**src/rtl/inst_fetch_unit.sv**
```systemverilog
// IF stage: owns the fetch PC, drives a single-outstanding req/ack bus and presents one
// instruction (or bubble) to ID. Optional misaligned-target trap via FETCH_MISALIGN_CHK_EN.
module inst_fetch_unit #(
  parameter int unsigned            ADDR_W   = 64,
  parameter int unsigned            INST_W   = 32,
  parameter logic [ADDR_W-1:0]      PC_RESET = 64'h0000_0000_8000_0000,
  parameter logic [INST_W-1:0]      NOP_INST = 32'h0000_0013
) (
  input  logic              clk,
  input  logic              rst,
  input  logic              fetch_pipe_adv_i,
  input  logic              fetch_dont_fetch_i,
  input  logic              fetch_flush_i,
  input  logic              fetch_redirect_valid_i,
  input  logic [ADDR_W-1:0] fetch_redirect_pc_i,
  output logic              fetch_req_o,
  output logic [ADDR_W-1:0] fetch_addr_o,
  input  logic              fetch_ack_i,
  input  logic [INST_W-1:0] fetch_rdata_i,
  output logic              fetch_fetched_ok_o,
  output logic [ADDR_W-1:0] fetch_pc_o,
  output logic [INST_W-1:0] fetch_inst_o,
`ifdef FETCH_MISALIGN_CHK_EN
  output logic              fetch_misalign_o,
`endif
  output logic              fetch_inst_nop_o
);

  typedef enum logic [1:0] {
    S_REQ  = 2'd0,
    S_HOLD = 2'd1,
    S_IDLE = 2'd2
  } state_t;

  state_t              r_state, w_state_nxt;
  logic [ADDR_W-1:0]   r_pc, w_pc_nxt;
  logic [INST_W-1:0]   r_inst, w_inst_nxt;
  logic                r_drop, w_drop_nxt;
  logic                r_pend_valid, w_pend_valid_nxt;
  logic [ADDR_W-1:0]   r_pend_pc, w_pend_pc_nxt;
  logic [ADDR_W-1:0]   r_out_pc, w_out_pc_nxt;
  logic                w_go;
  logic [ADDR_W-1:0]   w_go_tgt;
`ifdef FETCH_MISALIGN_CHK_EN
  logic                r_misalign, w_misalign_nxt;
`endif

  // State and datapath registers
  always_ff @(posedge clk) begin
    if (rst) begin
      r_state      <= S_REQ;
      r_pc         <= PC_RESET;
      r_inst       <= NOP_INST;
      r_drop       <= 1'b0;
      r_pend_valid <= 1'b0;
      r_pend_pc    <= PC_RESET;
      r_out_pc     <= PC_RESET;
`ifdef FETCH_MISALIGN_CHK_EN
      r_misalign   <= 1'b0;
`endif
    end else begin
      r_state      <= w_state_nxt;
      r_pc         <= w_pc_nxt;
      r_inst       <= w_inst_nxt;
      r_drop       <= w_drop_nxt;
      r_pend_valid <= w_pend_valid_nxt;
      r_pend_pc    <= w_pend_pc_nxt;
      r_out_pc     <= w_out_pc_nxt;
`ifdef FETCH_MISALIGN_CHK_EN
      r_misalign   <= w_misalign_nxt;
`endif
    end
  end

  // Next-state logic; w_go funnels every redirect through one place
  always_comb begin
    w_state_nxt      = r_state;
    w_pc_nxt         = r_pc;
    w_inst_nxt       = r_inst;
    w_drop_nxt       = r_drop;
    w_pend_valid_nxt = r_pend_valid;
    w_pend_pc_nxt    = r_pend_pc;
    w_out_pc_nxt     = r_out_pc;
    w_go             = 1'b0;
    w_go_tgt         = fetch_redirect_pc_i;
`ifdef FETCH_MISALIGN_CHK_EN
    w_misalign_nxt   = r_misalign;
`endif

    case (r_state)
      S_REQ: begin
        if (fetch_ack_i) begin
          if (!r_drop && !fetch_redirect_valid_i) begin
            w_inst_nxt   = fetch_rdata_i;
            w_out_pc_nxt = r_pc;
            w_state_nxt  = S_HOLD;
          end else begin
            w_drop_nxt       = 1'b0;
            w_pend_valid_nxt = 1'b0;
            if (fetch_redirect_valid_i) begin
              w_go     = 1'b1;
              w_go_tgt = fetch_redirect_pc_i;
            end else if (r_pend_valid) begin
              w_go     = 1'b1;
              w_go_tgt = r_pend_pc;
            end else begin
              w_state_nxt = S_IDLE;
            end
          end
        end else if (fetch_redirect_valid_i) begin
          // Request cannot be withdrawn: remember the target and drop the reply
          w_pend_pc_nxt    = fetch_redirect_pc_i;
          w_pend_valid_nxt = 1'b1;
          w_drop_nxt       = 1'b1;
        end else if (fetch_flush_i) begin
          w_drop_nxt = 1'b1;
        end else begin
          w_drop_nxt = r_drop;
        end
      end
      S_HOLD: begin
        if (fetch_pipe_adv_i) begin
          if (fetch_redirect_valid_i) begin
            w_go = 1'b1;
          end else if (fetch_flush_i) begin
            w_state_nxt = S_IDLE;
          end else if (fetch_dont_fetch_i) begin
            w_state_nxt = S_HOLD;
          end else begin
            w_pc_nxt    = r_pc + ADDR_W'(4);
            w_state_nxt = S_REQ;
          end
        end else begin
          w_state_nxt = S_HOLD;
        end
      end
      S_IDLE: begin
        if (fetch_redirect_valid_i) begin
          w_go = 1'b1;
        end else begin
          w_state_nxt = S_IDLE;
        end
      end
      default: begin
        w_state_nxt = S_REQ;
      end
    endcase

    if (w_go) begin
`ifdef FETCH_MISALIGN_CHK_EN
      if (w_go_tgt[1:0] != 2'b00) begin
        w_state_nxt    = S_IDLE;
        w_out_pc_nxt   = w_go_tgt;
        w_misalign_nxt = 1'b1;
      end else begin
        w_pc_nxt       = w_go_tgt;
        w_state_nxt    = S_REQ;
        w_misalign_nxt = 1'b0;
      end
`else
      w_pc_nxt    = w_go_tgt;
      w_state_nxt = S_REQ;
`endif
    end else begin
      w_go_tgt = w_go_tgt;
    end
  end

  assign fetch_req_o        = (r_state == S_REQ);
  assign fetch_addr_o       = r_pc;
  assign fetch_fetched_ok_o = (r_state != S_REQ);
  assign fetch_inst_o       = (r_state == S_HOLD) ? r_inst : NOP_INST;
  assign fetch_inst_nop_o   = (r_state != S_HOLD);
  assign fetch_pc_o         = r_out_pc;
`ifdef FETCH_MISALIGN_CHK_EN
  assign fetch_misalign_o   = r_misalign;
`endif

endmodule

```
**config.mk**
```make
export PLATFORM = sky130hd
export DESIGN_NAME = inst_fetch_unit
export DESIGN_NICKNAME = d
export VERILOG_FILES = /design/src/rtl/inst_fetch_unit.sv
export SDC_FILE = /design/constraint.sdc
export NUM_CORES = 1
export LEC_CHECK = 0
export BUFFER_PORTS_ARGS = -buffer_cell sky130_fd_sc_hd__buf_2
export CAP_MARGIN = 40
export CORE_UTILIZATION = 59
export CTS_BUF_LIST = sky130_fd_sc_hd__clkbuf_8
export DETAILED_ROUTE_END_ITERATION = 10
export GPL_TIMING_DRIVEN = 1
export PLACE_DENSITY = 0.88
export SYNTH_ARGS = -nofsm -noshare
export SYNTH_HDL_FRONTEND = slang
export SYNTH_SLANG_ARGS = --single-unit
export TNS_END_PERCENT = 50
```
**constraint.sdc**
```tcl
create_clock -name clk -period 5.36 [get_ports clk]
set_clock_uncertainty 0.05 [all_clocks]
set_input_delay 1.072 -clock clk [delete_from_list [all_inputs] [get_ports clk]]
set_output_delay 1.072 -clock clk [all_outputs]
set_load 0.02 [all_outputs]
```
==> flow_metrics.py, run 1 <==
metrics = {
    "synthesis": {
        "synthDistinctLibCells": 49,
        "net_count_after_synthesis": 1450,
        "register_area_share_after_synthesis_pct": 44.4,
        "avgSynthCellArea_um2": 7.64,
        "synth_edf_count": 0,
        "number_of_flip_flops_and_latches_in_the_synthesized_netlist": 228,
        "post_synth_most_frequent_cells": "nand2_1, dfxtp_1, a21oi_1",
        "synth_area_um2": 10300,
        "post_synth_main_area_contributors": "dfxtp_1, nand2_1, a21oi_1",
        "synthDominantCellAreaShare_pct": 44.4,
        "synth-main-ff-cell": "dfxtp_1",
        "yosysTopAreaCell": "dfxtp_1",
        "synth_cells": 1346,
        "yosysWarnings": 0,
        "synth_async_sr_flop_share_pct": 0,
        "yosysMostFrequentCell": "nand2_1",
    },
    "final_layout": {
        "drive_gt1_share_pct": 24.2,
        "area.sequential_um2": 4560,
        "layout.nets": 1663,
        "area_growth_pct": 21.0,
        "final.fill_count": 1309,
        "final_cell_count_no_fill": 1804,
        "multi_input_comb_area_um2": 5270,
    },
    "die": {
        "die_area_um2": 18000,
        "core.rowCount": 47,
        "core_um2": 16800,
        "top_level_ports": 266,
        "chipWidth_um": 134,
        "fp.dieH_um": 134,
        "initial_utilization_pct": 61.2,
    },
    "clocking": {
        "cts_setup_buffers": 0,
        "ctsResizeCount": 0,
        "source_to_sink_clock_delay_at_the_later_pin_of_the_worst_skew_pair_ns": 0.55,
        "clock_buffers_created_by_tritoncts": 38,
        "ctsLongestPathBuffers": 3,
        "cts_hold_buffers": 0,
        "cts-root-buf": "clkbuf_8",
        "clkTransAtPathRegs_ns": 0.06,
        "tritoncts_clock_tree": "yes",
        "clock_sinks": 228,
        "htreeDepth": 2,
    },
    "power_and_ir_drop": {
        "worst_voltage_drop_across_the_vdd_grid_mv": 0.201,
        "leakage_nw": 5.25,
        "power.density_nw_per_um2": 320,
        "total_power_mw": 3.99,
    },
    "setup_path": {
        "slowest_delay_ns": 0.65,
        "regToRegStartpoint": "fetch_addr_o[11]",
        "cp.buffers_inverters": 2,
        "critical_path.slowest_cell": "nor3b_1",
        "worstSetupStartpointType": "input pin",
        "worst-setup-path-type": "input pin to register",
        "worst_path_cell_chain": "buf_2, nor3b_1, nand2_2, buf_4, nor2_1, o41ai_1, or3b_2",
        "critical_path_arrival_ns": 3.52,
        "cp-end-kind": "register",
        "setup.worst_path.start": "fetch_ack_i",
        "crit_path_max_fanout": 49,
        "worst_ep_required_time_ns": 5.73,
        "path_delay_family": "simple AND/OR/NAND/NOR gates",
    },
    "global_route": {
        "grt_start_max_net_pins": 84,
        "antenna_found_initial": 1,
        "grt_first_pass_wirelength_mm": 47.2,
        "first_global_vias": 9806,
        "globalRouteTotalUtil_pct": 32.3,
        "grt-ovfl-total": 0,
    },
    "sta": {
        "timing.final.crit_period_ns": 3.15,
        "setup_viol": 0,
        "maxClockFrequency_mhz": 317,
        "hold_viol_final": 0,
        "crit_share_post_route_pct": 58.8,
        "relSlewSlack_pct": 42.4,
        "hold_slack_ns": 0.400,
        "rsz0062_at_grt": "false",
        "worst-slew-pin-transition_ns": 0.863,
        "maxSlewViolCount": 0,
        "fin_setup_tns_ns": 0,
    },
    "min_path": {
        "worst_hold_launch": "r_inst[11]",
        "min-delay-path-class": "register to register",
    },
    "route": {
        "drt_iter0_drc": 815,
        "routed_wire_length_per_instance_um": 16.5,
        "detailroute.via_count": 10600,
        "first_pass_drt_iterations": 5,
        "postRouteWirelength_mm": 29.7,
        "vias_per_cell": 5.86,
        "drc": 0,
        "route.antenna.remaining_nets": 0,
    },
    "outcome": {
        "status": "finished clean",
    },
    "placed_design": {
        "gp_congestion": 0.880,
        "detailed_place_hpwl_mm": 19.5,
        "numPortBuffers": 265,
        "dp_cells": 1739,
    },
    "job": {
        "timing.max_cap.violations": 0,
    },
}
==> worst min-delay path, stage by stage, from the launching register on <==
cell and delay (ns):
dfxtp_1 0.31, nand2_1 0.05, a21oi_1 0.05
==> power breakdown <==
group,leakage (nW),total [mW],switching (mW),internal (mW)
Sequential,1.86,1.91,0.113,1.80
Combinational,2.96,0.540,0.342,0.199
Clock,0.425,1.53,0.690,0.845
Total,5.25,3.99,1.14,2.84
==> logic make-up (layout without fill, tap and decap cells) <==
family	after synthesis	count (layout)	synth area share, %
DFF	228	228	44.4
and+or+nand+nor	637	637	28.1
AOI/OAI and AO/OA	298	298	16.9
buffers and inverters	122	359	4.69
other	0	1	0
xor gates and xnor gates	28	28	2.38
muxes	32	32	3.49
adders and majority gates	1	1	0.122
==> layout make-up <==
type	count	share of cell area, %
clock buffers	51	5.64
repair buffers	280	12.2
inverters	15	0.452
multi-input cells	996	42.3
flip-flops and latches	228	36.7
clock inverters	13	0.492
diodes	1	0.0201
well taps	220	2.21
==> per-layer routing <==
layer  GRT usage [%]  wire (um)
met1            40.5      12300
met2            54.4      14100
met3            6.20       2610
met4            13.2        690
met5               0          0
==> cell usage in the layout, fill, tap and decap left out, types with 12 or more instances in the layout <==
cell type  netlist  final
a21oi_1        181    181
a311oi_1        12     12
a31oi_1         14     14
and3_1          45     45
buf_2            2    264
clkbuf_8         0     51
dfxtp_1        228    228
inv_1           15     25
mux2_2          31     31
nand2_1        416    413
nand3_1         38     38
nand4_1         21     21
nor2_1          23     22
nor3_1          17     17
nor4_1          24     23
o21ai_0         43     43
o311a_1         13     13
o31a_1          12     12
or3_1           12     12
xnor2_1         26     26
==> sequential cells by signal, summed over array words and instances (netlist names) <==
| register | count |
|---|---|
| r_pend_pc | 64 |
| fetch_pc_o | 64 |
| r_inst | 32 |
| r_pend_valid | 1 |
| fetch_addr_o | 64 |
| r_state | 2 |
| r_drop | 1 |
==> metrics by stage <==
step           utilization, %  cell area, um^2  worst slack, ns
5_1_grt                  74.0            12400             2.03
3_3_place_gp             68.8            11600             1.78
2_1_floorplan               -            10300             2.22
6_report                 74.0            12500             2.21
3_5_place_dp             69.5            11700             1.71
4_1_cts                  74.0            12400             2.25
==> worst paths after layout <==
check / to / slack [ns] / depth (start not counted)
worst min-delay path: r_inst[11] / 0.40 / 2
worst min register to register: r_inst[11] / 0.40 / 2
worst max register to register: fetch_addr_o[60] / 2.26 / 5
worst max-delay path: fetch_addr_o[47] / 2.21 / 7
(Power assumes the default switching activity.)
==> run 2: changes to the inputs <==
ABC_AREA = 1   (was unset)
CORE_UTILIZATION = 56   (was 59)
PLACE_DENSITY = 0.83   (was 0.88)
clock period = 3.1 ns   (was 5.36 ns; I/O delays follow)
==> flow_metrics.py, run 2 <==
metrics = {
    "setup_path": {
        "regToRegStartpoint": "fetch_addr_o[3]",
        "timing.rr.end": "fetch_addr_o[58]",
        "reg2reg_depth": 12,
        "worstSetupStartpointType": "register",
        "critical_path_arrival_ns": 1.97,
        "worst_path_cell_chain": "inv_2, nand2_1, buf_4, nor2_1, buf_2",
        "slowest_delay_ns": 0.34,
        "crit_path_max_fanout": 14,
        "setup.reg_to_reg.worst_slack_ns": 0.65,
        "cp-end-kind": "primary output",
        "worst_ep_required_time_ns": 2.43,
        "critical_path.slowest_cell": "nand2_1",
        "worst-setup-path-type": "register to primary output",
    },
    "sta": {
        "rsz0062_at_grt": "false",
        "timing.final.crit_period_ns": 2.64,
        "worst-slew-pin-transition_ns": 0.772,
        "crit_share_post_route_pct": 85.0,
        "setup_viol": 0,
        "maxClockFrequency_mhz": 379,
        "relSlewSlack_pct": 48.5,
        "hold_slack_ns": 0.263,
        "maxSlewViolCount": 0,
        "fin_setup_tns_ns": 0,
        "hold_viol_final": 0,
    },
    "die": {
        "top_level_ports": 266,
        "initial_utilization_pct": 57.7,
        "core.rowCount": 51,
        "core_um2": 19600,
        "fp.dieH_um": 144,
        "chipWidth_um": 144,
        "die_area_um2": 20700,
    },
    "synthesis": {
        "net_count_after_synthesis": 1796,
        "synth_area_um2": 11300,
        "yosysMostFrequentCell": "nand2_1",
        "synth-main-ff-cell": "dfxtp_1",
        "yosysTopAreaCell": "dfxtp_1",
        "synth_edf_count": 0,
        "yosysWarnings": 0,
        "number_of_flip_flops_and_latches_in_the_synthesized_netlist": 228,
        "post_synth_most_frequent_cells": "nand2_1, nor2_1, o21ai_0",
        "synth_cells": 1692,
        "avgSynthCellArea_um2": 6.68,
        "post_synth_main_area_contributors": "dfxtp_1, o21ai_0, nand2_1",
        "synth_async_sr_flop_share_pct": 0,
        "synthDistinctLibCells": 38,
        "register_area_share_after_synthesis_pct": 40.4,
        "synthDominantCellAreaShare_pct": 40.4,
    },
    "job": {
        "timing.max_cap.violations": 0,
    },
    "global_route": {
        "met1_global_route_usage_pct": 51.3,
        "grt_start_max_net_pins": 120,
        "globalRouteTotalUtil_pct": 35.5,
        "global_route.usage.met3_pct": 9.34,
        "grt_util_met2_pct": 51.2,
        "first_global_vias": 10600,
        "grt_first_pass_wirelength_mm": 56.7,
        "gr-max-usage-layer": "met1",
        "antenna_found_initial": 2,
        "grt-ovfl-total": 0,
    },
    "route": {
        "first_pass_drt_iterations": 8,
        "route.antenna.remaining_nets": 0,
        "vias_per_cell": 5.63,
        "routed_wire_length_per_instance_um": 17.2,
        "drt_iter0_drc": 1300,
        "drc": 0,
        "postRouteWirelength_mm": 37.8,
        "detailroute.via_count": 12400,
    },
    "final_layout": {
        "final_cell_count_no_fill": 2204,
        "final_cell_mix": "nand2_1, nor2_1, buf_2",
        "layout.nets": 2021,
        "layout_commonest_cell": "nand2_1",
        "post-route-util_pct": 68.8,
        "drive_gt1_share_pct": 18.4,
        "area_growth_pct": 19.2,
        "final.fill_count": 1785,
        "antennaDiodeCount": 0,
    },
    "placed_design": {
        "detailed_place_hpwl_mm": 27.3,
        "dp_cells": 2142,
        "gp_congestion": 1.06,
        "numPortBuffers": 265,
    },
    "power_and_ir_drop": {
        "seq_power_share_pct": 39.6,
        "pwr-share-clk_pct": 21.6,
        "power_report.internal_total_mw": 6.54,
        "leakage_nw": 6.22,
        "share_comb_of_total_power_pct": 38.8,
        "switchingPower_mw": 5.20,
        "power.density_nw_per_um2": 872,
        "swShare_pct": 44.3,
        "worst_voltage_drop_across_the_vdd_grid_mv": 0.489,
    },
    "min_path": {
        "hold_depth": 3,
        "min-delay-path-class": "input pin to register",
        "worst_hold_launch": "fetch_rdata_i[1]",
        "hold_end": "r_inst[1]",
    },
    "clocking": {
        "ctsResizeCount": 0,
        "clock_sinks": 228,
        "cts-root-buf": "clkbuf_8",
        "clock_buffers_created_by_tritoncts": 38,
        "clkTransAtPathRegs_ns": 0.06,
        "cts_hold_buffers": 0,
        "source_to_sink_clock_delay_at_the_later_pin_of_the_worst_skew_pair_ns": 0.54,
        "ctsLongestPathBuffers": 3,
        "cts_setup_buffers": 0,
        "tritoncts_clock_tree": "yes",
        "htreeDepth": 2,
    },
    "outcome": {
        "status": "finished clean",
    },
}
run 2: cell count changes after synthesis, sizes merged, moves of 31 or more:
cell | before | now
nor2 | 23 | 282
o21ai | 43 | 250
inv | 15 | 168
nand2 | 416 | 299
clkbuf | 99 | 52
and3 | 45 | 0
o211ai | 1 | 45
buf | 8 | 45
mux2 | 31 | 0
run 2: logic make-up after synthesis:
kind of cell / count (synthesis) / share of synthesized area, %
xor gates and xnor gates: 33 / 2.56
buffers and inverters: 266 / 9.51
and+or+nand+nor: 681 / 24.7
AOI/OAI and AO/OA: 483 / 22.7
DFF: 228 / 40.4
adders and majority gates: 1 / 0.111
run 2: layout make-up:
cell class	instances	area, um^2	area share, %
well taps	265	332	2.46
clock buffers	44	606	4.50
repair buffers	282	1560	11.6
multi-input cells	1198	5670	42.1
flip-flops and latches	228	4560	33.9
clock inverters	18	101	0.752
inverters	169	642	4.76
run 2: how the worst max path moves through the flow:
stage                          from               end  slack (ns)  cells past startpoint
floorplan           fetch_addr_o[3]  fetch_addr_o[58]        1.19                     12
global placement        fetch_ack_i   fetch_addr_o[9]        0.65                      9
detailed placement      fetch_ack_i  fetch_addr_o[45]        0.60                     10
CTS                      r_state[1]   fetch_inst_o[3]        0.48                      5
global route             r_state[0]   fetch_inst_o[3]        0.39                      4
finish                   r_state[1]   fetch_inst_o[3]        0.46                      5
run 2: through the flow:
stage / power (mW) / worst slack, ns / area [um^2]
floorplan: 7.44 / 1.19 / 11300
finish: 11.7 / 0.465 / 13500
global placement: 8.98 / 0.654 / 12700
CTS: 11.6 / 0.478 / 13500
detailed placement: 9.10 / 0.596 / 12800
global route: 12.4 / 0.392 / 13500
run 2: layer usage:
layer | vias to the layer above | part of all wire, %
li1 | 5986 | -
met1 | 5594 | 44
met2 | 739 | 42
met3 | 78 | 12
met4 | 4 | 2.0
met5 | - | 0.077
run 2: critical path: cells and delay by family (launching register included):
kind / cells / cell delay, ns
flip-flops: 1 / 0.33
buffers and inverters: 3 / 0.63
AND/OR/NAND/NOR: 2 / 0.45
run 2: power groups by stage:
stage               Combinational (mW)  Clock, mW  Sequential (mW)
floorplan                         2.51          0             4.94
global placement                  4.35          0             4.63
detailed placement                4.46          0             4.64
CTS                               4.49       2.56             4.59
global route                      5.00       2.69             4.70
finish                            4.56       2.54             4.65
==> run 3: changes to the inputs <==
GPL_TIMING_DRIVEN = 0   (was 1)
==> flow_metrics.py, run 3 (synthesis results as in run 2) <==
metrics = {
    "setup_path": {
        "critical_path_arrival_ns": 2.01,
        "worst-setup-path-type": "register to primary output",
        "worstSetupStartpointType": "register",
        "slowest_delay_ns": 0.44,
        "cp-end-kind": "primary output",
        "path_delay_family": "buffers and inverters",
        "critical_path.slowest_cell": "clkbuf_1",
        "worst_ep_required_time_ns": 2.43,
        "cp.buffers_inverters": 3,
        "crit_path_max_fanout": 10,
        "worst_path_cell_chain": "inv_2, nand2_1, clkbuf_1, nor2_1, buf_2",
    },
    "route": {
        "route.antenna.remaining_nets": 0,
        "vias_per_cell": 5.69,
        "routed_wire_length_per_instance_um": 18.8,
        "drc": 0,
        "postRouteWirelength_mm": 43.0,
        "drt_iter0_drc": 1490,
        "detailroute.via_count": 13000,
        "first_pass_drt_iterations": 6,
    },
    "power_and_ir_drop": {
        "swShare_pct": 44.3,
        "power_report.internal_total_mw": 7.00,
        "pwr-share-clk_pct": 24.3,
        "seq_power_share_pct": 36.6,
        "worst_voltage_drop_across_the_vdd_grid_mv": 0.639,
        "share_comb_of_total_power_pct": 39.1,
        "leakage_nw": 6.41,
        "switchingPower_mw": 5.57,
        "power.density_nw_per_um2": 908,
    },
    "clocking": {
        "cts_hold_buffers": 0,
        "cts_setup_buffers": 0,
        "tritoncts_clock_tree": "yes",
        "ctsResizeCount": 0,
        "clock_sinks": 228,
        "source_to_sink_clock_delay_at_the_later_pin_of_the_worst_skew_pair_ns": 0.55,
        "clkTransAtPathRegs_ns": 0.06,
        "clock_buffers_created_by_tritoncts": 40,
        "cts-root-buf": "clkbuf_8",
        "htreeDepth": 2,
        "ctsLongestPathBuffers": 3,
    },
    "final_layout": {
        "layout.nets": 2104,
        "final.fill_count": 1770,
        "antennaDiodeCount": 0,
        "final_cell_mix": "buf_2, nand2_1, nor2_1",
        "area_growth_pct": 22.4,
        "layout_commonest_cell": "buf_2",
        "drive_gt1_share_pct": 19.2,
    },
    "job": {
        "timing.max_cap.violations": 0,
    },
    "global_route": {
        "grt_start_max_net_pins": 11,
        "first_global_vias": 11300,
        "grt_first_pass_wirelength_mm": 63.7,
        "grt-ovfl-total": 0,
        "globalRouteTotalUtil_pct": 40.8,
        "antenna_found_initial": 0,
    },
    "min_path": {
        "min-delay-path-class": "input pin to register",
    },
    "sta": {
        "timing.final.crit_period_ns": 2.68,
        "relSlewSlack_pct": 51.5,
        "maxClockFrequency_mhz": 374,
        "crit_share_post_route_pct": 86.4,
        "hold_viol_final": 0,
        "rsz0062_at_grt": "false",
        "fin_setup_tns_ns": 0,
        "maxSlewViolCount": 0,
        "setup_ws_ns": 0.423,
        "worst-slew-pin-transition_ns": 0.728,
        "setup_viol": 0,
    },
    "die": {
        "die_area_um2": 20700,
        "initial_utilization_pct": 57.7,
        "top_level_ports": 266,
        "core.rowCount": 51,
        "chipWidth_um": 144,
        "fp.dieH_um": 144,
        "core_um2": 19600,
    },
    "placed_design": {
        "gp_congestion": 1.01,
        "detailed_place_hpwl_mm": 32.9,
        "numPortBuffers": 265,
        "dp_slack_ns": 0.488,
    },
    "outcome": {
        "status": "finished clean",
    },
}
==> run 3: cell types whose count changed in the layout (fill, tap and decap cells not counted), moves of 3 or more <==
cell,before,now
buf_12,7,0
buf_2,265,307
buf_4,9,1
buf_6,0,3
bufinv_16,1,5
clkbuf_1,0,52
clkbuf_8,44,47
==> run 3: routing by layer <==
metal | routed length (um) | track usage, % | part of all wire [%]
met1 | 17200 | 55.3 | 40
met5 | 0 | 0 | 0
met3 | 5530 | 10.2 | 13
met2 | 18600 | 62.3 | 43
met4 | 1620 | 15.8 | 3.8
==> run 3: worst register-to-register path, stage by stage, from the launching register on <==
cell and delay [ns]:
dfxtp_1 0.49, nand2_1 0.12, nor2_1 0.22, nand2_1 0.20, nor3_1 0.61, nand4_1 0.21
nand2_1 0.14, nand2_1 0.06, a21oi_1 0.17
==> run 3: power groups by stage <==
stage | Clock (mW) | Combinational [mW] | Sequential [mW]
after floorplan | 0 | 2.51 | 4.94
after global placement | 0 | 4.67 | 4.58
after detailed placement | 0 | 4.75 | 4.59
after CTS | 3.04 | 4.79 | 4.54
after global routing | 3.19 | 5.31 | 4.65
final | 3.05 | 4.92 | 4.60
==> run 3: final cells by class <==
| cell class | count | area, um^2 | share of cell area [%] |
|---|---|---|---|
| multi-input cells | 1198 | 5660 | 40.9 |
| well taps | 265 | 332 | 2.40 |
| clock inverters | 21 | 218 | 1.57 |
| repair buffers | 266 | 1340 | 9.67 |
| plain buffers | 97 | 435 | 3.15 |
| flip-flops and latches | 228 | 4560 | 33.0 |
| inverters | 169 | 639 | 4.62 |
| clock buffers | 47 | 647 | 4.68 |
==> run 3: stage by stage <==
stage	area, um^2	util, %	instances	power (mW)	hold slack [ns]
5_1_grt	13800	70.6	2291	13.2	0.258
4_1_cts	13800	70.6	2291	12.4	0.246
3_5_place_dp	13000	66.2	2223	9.35	0.389
3_3_place_gp	13000	66.1	2222	9.25	0.381
6_report	13800	70.6	2291	12.6	0.258
2_1_floorplan	11300	-	1692	7.44	0.371
==> run 3: final timing paths <==
check                           cells past startpoint               end              from  slack (ns)
worst max-delay path                                5  fetch_inst_o[28]        r_state[1]        0.42
worst min-delay path                                3         r_inst[0]  fetch_rdata_i[0]        0.26
worst max register to register                      8  fetch_addr_o[52]  fetch_addr_o[19]        0.73
worst min register to register                      2         r_inst[0]         r_inst[0]        0.40
